<file path="src/rtl/stream_ingress_fifo_if.sv">
// Stream ingress FIFO port bundle: producer side, consumer side and status.
// master drives the stream and consumer controls; slave is the FIFO.
interface stream_ingress_fifo_if #(
  parameter int DATA_W = 8,
  parameter int ADDR_W = 6
);
  logic [DATA_W-1:0] stream_data;
  logic              stream_valid;
  logic              flush;
  logic              clear_err;
  logic [DATA_W-1:0] out_data;
  logic              out_valid;
  logic              out_ready;
  logic [ADDR_W:0]   level;
  logic              busy;
  logic              error;
  logic              watchdog_rst;

  modport master (
    output stream_data, stream_valid,
    output flush, clear_err, out_ready,
    input  out_data, out_valid, level,
    input  busy, error, watchdog_rst
  );

  modport slave (
    input  stream_data, stream_valid,
    input  flush, clear_err, out_ready,
    output out_data, out_valid, level,
    output busy, error, watchdog_rst
  );
endinterface

</file>
<file path="src/rtl/stream_ingress_fifo.sv">
// Elementary-stream input buffer: show-ahead FIFO with hysteretic busy,
// sticky overflow error, synchronous flush and a consumer stall watchdog.
module stream_ingress_fifo #(
  parameter int DATA_W    = 8,
  parameter int ADDR_W    = 6,
  parameter int BUSY_HI   = 48,
  parameter int BUSY_LO   = 16,
  parameter int WDT_W     = 24,
  parameter int WDT_LIMIT = 1000000
) (
  input logic               clk,
  input logic               rst,
  stream_ingress_fifo_if.slave s
);

  localparam int DEPTH = 1 << ADDR_W;
  localparam int LW    = ADDR_W + 1;
  localparam logic [ADDR_W:0] HI = LW'(BUSY_HI);
  localparam logic [ADDR_W:0] LO = LW'(BUSY_LO);

  logic [DATA_W-1:0] mem [DEPTH];
  logic [ADDR_W-1:0] wr_ptr;
  logic [ADDR_W-1:0] rd_ptr;
  logic [ADDR_W:0]   level_q;
  logic [ADDR_W:0]   level_d;
  logic              busy_q;
  logic              busy_d;
  logic              err_q;
  logic              full;
  logic              do_wr;
  logic              do_pop;
  logic              ovf;
  logic              stall;

  // level never exceeds DEPTH, so its MSB alone marks full
  assign full   = level_q[ADDR_W];
  assign do_pop = s.out_valid & s.out_ready;
  assign do_wr  = s.stream_valid & (~full | do_pop);
  assign ovf    = s.stream_valid & full & ~do_pop;
  assign stall  = s.out_valid & ~s.out_ready;

  assign s.out_valid = |level_q;
  assign s.out_data  = mem[rd_ptr];
  assign s.level     = level_q;
  assign s.busy      = busy_q;
  assign s.error     = err_q;

  always_comb begin
    level_d = level_q;
    busy_d  = busy_q;
    if (s.flush) begin
      level_d = '0;
    end else if (do_wr & ~do_pop) begin
      level_d = level_q + LW'(1);
    end else if (do_pop & ~do_wr) begin
      level_d = level_q - LW'(1);
    end
    if (level_d >= HI) begin
      busy_d = 1'b1;
    end else if (level_d <= LO) begin
      busy_d = 1'b0;
    end
  end

  always_ff @(posedge clk) begin
    if (do_wr && !s.flush) begin
      mem[wr_ptr] <= s.stream_data;
    end
  end

  always_ff @(posedge clk or negedge rst) begin
    if (!rst) begin
      wr_ptr  <= '0;
      rd_ptr  <= '0;
      level_q <= '0;
      busy_q  <= 1'b0;
    end else begin
      level_q <= level_d;
      busy_q  <= busy_d;
      if (s.flush) begin
        wr_ptr <= '0;
        rd_ptr <= '0;
      end else begin
        if (do_wr) wr_ptr <= wr_ptr + ADDR_W'(1);
        if (do_pop) rd_ptr <= rd_ptr + ADDR_W'(1);
      end
    end
  end

  // overflow beats a same-cycle clear
  always_ff @(posedge clk or negedge rst) begin
    if (!rst) begin
      err_q <= 1'b0;
    end else if (ovf) begin
      err_q <= 1'b1;
    end else if (s.clear_err) begin
      err_q <= 1'b0;
    end
  end

  generate
    if (WDT_LIMIT == 0) begin : g_no_wdt
      assign s.watchdog_rst = 1'b0;
    end else begin : g_wdt
      localparam logic [WDT_W-1:0] LAST = WDT_W'(WDT_LIMIT - 1);
      logic [WDT_W-1:0] wcnt;
      logic             wdt_q;

      assign s.watchdog_rst = wdt_q;

      always_ff @(posedge clk or negedge rst) begin
        if (!rst) begin
          wcnt  <= '0;
          wdt_q <= 1'b0;
        end else if (s.flush || !stall) begin
          wcnt  <= '0;
          wdt_q <= 1'b0;
        end else if (wcnt == LAST) begin
          wcnt  <= '0;
          wdt_q <= 1'b1;
        end else begin
          wcnt  <= wcnt + WDT_W'(1);
          wdt_q <= 1'b0;
        end
      end
    end
  endgenerate

endmodule

</file>
<file path="src/flat_wrapper.sv">
// flat-port wrapper written by rule: the top's interface ports become plain ports
module stream_ingress_fifo_flat 
#(
  parameter int DATA_W    = 8,
  parameter int ADDR_W    = 6,
  parameter int BUSY_HI   = 48,
  parameter int BUSY_LO   = 16,
  parameter int WDT_W     = 24,
  parameter int WDT_LIMIT = 1000000
)
  (clk, rst, s_stream_data, s_stream_valid, s_flush, s_clear_err, s_out_ready, s_out_data, s_out_valid, s_level, s_busy, s_error, s_watchdog_rst);
  stream_ingress_fifo_if #(.DATA_W(DATA_W), .ADDR_W(ADDR_W)) s_i ();
  input logic clk;
  input logic rst;
  input wire logic [$bits(s_i.stream_data)-1:0] s_stream_data;
  input wire logic [$bits(s_i.stream_valid)-1:0] s_stream_valid;
  input wire logic [$bits(s_i.flush)-1:0] s_flush;
  input wire logic [$bits(s_i.clear_err)-1:0] s_clear_err;
  input wire logic [$bits(s_i.out_ready)-1:0] s_out_ready;
  output wire logic [$bits(s_i.out_data)-1:0] s_out_data;
  output wire logic [$bits(s_i.out_valid)-1:0] s_out_valid;
  output wire logic [$bits(s_i.level)-1:0] s_level;
  output wire logic [$bits(s_i.busy)-1:0] s_busy;
  output wire logic [$bits(s_i.error)-1:0] s_error;
  output wire logic [$bits(s_i.watchdog_rst)-1:0] s_watchdog_rst;
  assign s_i.stream_data = s_stream_data;
  assign s_i.stream_valid = s_stream_valid;
  assign s_i.flush = s_flush;
  assign s_i.clear_err = s_clear_err;
  assign s_i.out_ready = s_out_ready;
  assign s_out_data = s_i.out_data;
  assign s_out_valid = s_i.out_valid;
  assign s_level = s_i.level;
  assign s_busy = s_i.busy;
  assign s_error = s_i.error;
  assign s_watchdog_rst = s_i.watchdog_rst;
  stream_ingress_fifo #(.DATA_W(DATA_W), .ADDR_W(ADDR_W), .BUSY_HI(BUSY_HI), .BUSY_LO(BUSY_LO), .WDT_W(WDT_W), .WDT_LIMIT(WDT_LIMIT)) u_core (.clk(clk), .rst(rst), .s(s_i));
endmodule
</file>
<file path="config.mk">
export PLATFORM = sky130hd
export DESIGN_NAME = stream_ingress_fifo_flat
export DESIGN_NICKNAME = d
export VERILOG_FILES = /design/src/rtl/stream_ingress_fifo_if.sv /design/src/rtl/stream_ingress_fifo.sv /design/src/flat_wrapper.sv
export SDC_FILE = /design/constraint.sdc
export NUM_CORES = 1
export LEC_CHECK = 0
export BUFFER_PORTS_ARGS = -buffer_cell sky130_fd_sc_hd__buf_2
export CAP_MARGIN = 30
export CORE_MARGIN = 5
export CORE_UTILIZATION = 39
export DETAILED_ROUTE_END_ITERATION = 8
export HOLD_SLACK_MARGIN = 0.12
export SYNTH_ARGS = -nofsm -noshare
export SYNTH_HDL_FRONTEND = slang
export SYNTH_SLANG_ARGS = --single-unit
</file>
<file path="constraint.sdc">
create_clock -name clk -period 3.85 [get_ports clk]
set_clock_uncertainty 0.15 [all_clocks]
set_input_delay 0.1925 -clock clk [delete_from_list [all_inputs] [get_ports clk]]
set_output_delay 0.1925 -clock clk [all_outputs]
set_load 0.02 [all_outputs]
</file>
# Yosys cells after proc, flatten, opt, wreduce, memory -nomap -nowiden
# Memory sizes are Yosys's and may differ from the RTL's.
# Cells that the tools add are included.
# Widths: inputs -> output; s select.
[totals] ff_bits=46 ramBits=512 inputBits=14 output_inout_bits=19 wordCells=54 n_memories=1
[classes] add_sub_neg=5 n_lt_le_gt_ge=2 eq_ne=1 mux=17 n_bitwise=12 n_reduce_logical=9
[mem_list] memory="u_core.mem" words=64 word_bits=8 rd=1 rd_clocked_by_memory_dff=0 write_ports=1 line="stream_ingress_fifo.sv:21" rtl="logic [DATA_W-1:0] mem [DEPTH];"
[ops] op="$mux 24" n=2
[ops] op="$add 24x1->24 const B" n=1
[ops] op="$eq 24x20->1 const B" n=1
[ops] op="$mux 6" n=4
[ops] op="$mux 7" n=3
[ops] op="$add 6x1->6 const B" n=2
[ops] op="$mux 1" n=8
[ops] op="$reduce_bool 2->1" n=4
[ops] op="$add 7x1->7 const B" n=1
[ops] op="$and 1x1->1" n=7
[ops] op="$ge 7x6->1 const B" n=1
[ops] op="$le 7x5->1 const B" n=1
[ops] op="$reduce_or 7->1" n=1
[ops] op="$sub 7x1->7 const B" n=1
[ops] op="$not 1->1" n=4
[ops] op="$logic_not 1->1" n=2
[ops] op="$logic_and 1x1->1" n=1
[ops] op="$logic_or 1x1->1" n=1
[ops] op="$or 1x1->1" n=1

# Logic depth before layout (Yosys ltp)
[depth] ltp_word=12 depth_mapped=9 depth_no_buf=9

# Worst setup path after synthesis
# OpenSTA, ideal clock, no wires.
[synth_path] path_kind="reg-to-output" from="register u_core.rd_ptr[0]" to="output port s_out_data[0]" t_arrival_ps=2534 path_slack_ps=974 path_stages_with_launch=6 path_buffers=2 path_cell_list="dfrtp_1 > clkbuf_1 > buf_1 > mux4_2 > mux4_2 > mux4_2"
[synth_between] elab_chain_len=1
[synth_lines] element="start, declared" line="stream_ingress_fifo.sv:23" rtl="logic [ADDR_W-1:0] rd_ptr;"
[synth_lines] element="start signal, assigned" line="stream_ingress_fifo.sv:85" rtl="if (do_pop) rd_ptr <= rd_ptr + ADDR_W'(1);"
[synth_lines] element="$mem_v2 64x8"
[synth_lines] element="end, declared" line="flat_wrapper.sv:20" rtl="output wire logic [$bits(s_i.out_data)-1:0] s_out_data;"
# No other way between the ends.

# Final worst setup path
# Same ends and word-level chain as after synthesis.

==> results.py <==
metrics = {
    "cells_and_area": {
        "nets": 1217,
        "antenna_cells": 0,
        "area_growth_pct": 16.90,
        "layout-drive-gt1-share_pct": 30.14,
        "multi_input_area_mm2": 0.005353,
        "fillers": 4703,
        "register_area_mm2": 0.01653,
    },
    "critical_path": {
        "worstPathMaxFanout": 24,
        "worst_setup_path_end_kind": "primary output",
        "ff2ff_path_depth": 5,
        "setup.worst_path.start_class": "register",
        "crit_arrival_ns": 3.38,
        "worstReg2RegEnd": "u_core.mem[16][5]$_DFFE_PP_",
        "path_class": "register to primary output",
        "cp-startpoint": "u_core.rd_ptr[0]$_DFFE_PN0P_",
        "required_ns": 3.51,
        "r2r_setup_slack_ns": 0.87,
        "r2r-start": "u_core.s.level[6]$_DFF_PN0_",
    },
    "grt": {
        "track_usage_pct": 16.94,
        "grt_pass1_wl_mm": 76.05,
        "grt_max_degree": 65,
        "grt.overflow.total": 0,
        "grt_pass1_vias": 11243,
        "antenna_found_initial": 4,
    },
    "power": {
        "p_int_mw": 11.59,
        "clkPwrFrac_pct": 35.8,
        "p_sw_share_pct": 25.48,
        "combinationalPowerShare_pct": 20.4,
        "p_switching_mw": 3.965,
        "peakVddDrop_uv": 451.7,
        "powerDensity_mw_per_mm2": 601.0,
        "leakage_nw": 8.222,
        "seq_power_share_pct": 43.8,
    },
    "route": {
        "vias": 11026,
        "wl_met1_mm": 21.92,
        "drtAntennaViolNets": 0,
        "top_layer_used": "met5",
        "routed_via_density": 5.513,
        "drcViolationCount": 0,
        "wirelength_mm": 52.03,
        "first_pass_iters": 5,
        "drt_iter0_markers": 1101,
        "met3_length_mm": 3.474,
        "wl_per_cell_um": 26.02,
        "met2RoutedLength_mm": 25.44,
    },
    "sta": {
        "hold_viol": 0,
        "finalSetupViolCount": 0,
        "relSlewSlack_pct": 34.79,
        "period_minus_slack_ns": 3.724,
        "layout_worst_path_cycle_share_pct": 96.73,
        "slew_violations": 0,
        "rsz0062_at_grt": "false",
        "max_freq_ghz": 0.2685,
        "tightest_slew_ns": 0.9746,
        "fin_tns_setup_ns": 0,
        "holdWs_ns": 0.1361,
    },
    "logic_synthesis": {
        "synth_edf_count": 512,
        "synth_ff_type": "edfxtp_1",
        "yosysTopAreaCell": "edfxtp_1",
        "synthTopCellsByArea": "edfxtp_1 (69%), mux4_2 (17%), dfrtp_1 (5.2%)",
        "synth_warnings": 0,
        "synth.top_cell.area_share_pct": 69.42,
        "ys_seq_area_share_pct": 74.62,
        "yosysMostFrequentCell": "edfxtp_1",
        "ys_ff_latch": 558,
        "synthArstFlopShare_pct": 8.244,
        "avgSynthCellArea_um2": 20.78,
        "syn_nets": 1086,
        "syn_inst": 1066,
        "synth_cell_type_count": 45,
        "syn-cell-area_mm2": 0.02215,
        "yosys-top-cells-count": "edfxtp_1 (512), mux4_2 (168), nor2_1 (97)",
    },
    "clock_network": {
        "path_clk_slew_ns": 0.06,
        "cts_made_buffers": 56,
        "cts.sinks": 558,
        "h-tree-depth": 2,
        "root_buffer": "clkbuf_16",
        "insertion_delay_ns": 0.62,
        "cts_buffer_depth": 3,
        "cts_tree": "yes",
    },
    "run": {
        "maxCapViolCount": 0,
    },
    "floorplanning": {
        "die_area_mm2": 0.06165,
        "die-height_um": 248.3,
        "die_width_um": 248.3,
        "num_rows": 87,
        "core_area_mm2": 0.05628,
        "initial_core_util_pct": 39.35,
        "io_pins": 33,
    },
    "worst_hold_path": {
        "min_path_type": "input pin to register",
        "worstHoldStart": "s_stream_data[3]",
        "holdPathStages": 2,
        "hold_end": "u_core.mem[33][3]$_DFFE_PP_",
    },
    "placed_design": {
        "io_buffers": 32,
        "finalWeightedCongestion": 0.7992,
        "hpwlAfterDp_mm": 31.80,
    },
    "outcome": {
        "status": "finished clean",
    },
}
-- power by group through the flow --
stage,Sequential [mW],Clock [mW],Combinational [mW]
final,6.82,5.57,3.17
after global routing,6.82,5.93,3.39
after CTS,6.82,5.68,3.11
after detailed placement,6.94,0,3.07
after global placement,6.94,0,3.04
after floorplan,6.90,0,2.14
-- per-layer routing --
layer	global-route usage, %	vias to the layer above
li1	-	4647
met1	23.87	5887
met2	27.29	389
met3	3.627	97
met4	4.382	6
met5	0	-
-- per-stage QoR --
| step | power (mW) | setup WS [ns] | cells | instance area, um2 | utilization (%) |
|---|---|---|---|---|---|
| after floorplan | 9.031 | 0.9739 | 1066 | 22150 | - |
| after global placement | 9.982 | 0.6386 | 1869 | 23620 | 41.97 |
| after detailed placement | 10.01 | 0.6295 | 1872 | 23680 | 42.08 |
| after CTS | 15.61 | 0.006511 | 1993 | 25800 | 45.84 |
| after global routing | 16.14 | 0.03035 | 2000 | 25890 | 46.00 |
| final | 15.56 | 0.1257 | 2000 | 25890 | 46.00 |
-- sequential cells by signal, summed over array words and instances, names as in the netlist --
register and cells:
u_core.s.error 1, u_core.s.watchdog_rst 1, u_core.wr_ptr 6, u_core.mem 512, u_core.s.level 7, u_core.g_wdt.wcnt 24, u_core.s.busy 1, u_core.rd_ptr 6
-- cell usage in the layout (no fill, tap or decap), types with 3 or more instances in the layout --
cell | netlist | final
clkbuf_8 | 0 | 7
clkbuf_1 | 32 | 15
inv_1 | 8 | 8
or2_2 | 6 | 6
clkbuf_16 | 0 | 59
nor3_1 | 21 | 21
bufinv_16 | 0 | 6
nand3b_1 | 4 | 4
nand4_1 | 9 | 9
clkinv_1 | 0 | 6
nor3b_1 | 3 | 3
ha_1 | 6 | 6
and3_1 | 9 | 9
a21oi_1 | 8 | 8
edfxtp_1 | 512 | 512
nor2b_1 | 9 | 9
mux4_2 | 168 | 168
buf_4 | 10 | 65
nor2_1 | 97 | 97
nand3_1 | 18 | 18
nand2_1 | 22 | 22
clkinv_2 | 0 | 9
xnor2_1 | 9 | 9
dlygate4sd3_1 | 0 | 14
xor2_1 | 24 | 24
buf_2 | 1 | 32
buf_12 | 0 | 10
or3_1 | 4 | 4
dfrtp_1 | 46 | 43
nor4b_1 | 4 | 4
-- worst max-delay path by stage --
stage,slack (ns),cells after the start,endpoint
floorplan,0.97,5,s_out_data[0]
global placement,0.64,5,s_out_data[0]
detailed placement,0.63,5,s_out_data[0]
global route,0.03,5,s_out_data[0]
CTS,0.007,5,s_out_data[0]
finish,0.13,5,s_out_data[0]
-- layout make-up --
type | instances | share of cell area, %
clock buffer | 80 | 6.196
clock inverter | 25 | 1.199
inverter | 8 | 0.1160
multi-input combinational | 447 | 20.67
sequential | 558 | 63.87
tap | 756 | 3.654
timing repair buffer | 126 | 4.296
-- cells by family (layout without fill, tap and decap cells) --
group                      Yosys count  after routing  share of synthesized area (%)
DFF                                558            558                          74.62
buffers and inverters               61            239                          1.209
muxes                              170            170                          17.19
AOI/OAI and AO/OA                   24             24                         0.7289
adders and majority gates            6              6                         0.3390
and+or+nand+nor                    214            214                          4.610
xor gates and xnor gates            33             33                          1.305
-- critical path, stage by stage, from the launching register on --
cell and delay [ns]:
dfrtp_4 0.58, buf_12 0.26, mux4_2 0.53, mux4_2 0.60
mux4_2 0.56, buf_2 0.20
-- what timing repair did --
action | 4_1_cts | 5_1_grt
hold buffers | 15 | 0
resized for setup | 1 | 2
cloned | 1 | 1
buffers inserted | 0 | 6
endpoints found under the hold margin | 285 | 0
setup endpoints to repair | 1 | 7
Power figures use the tool's default switching activity.
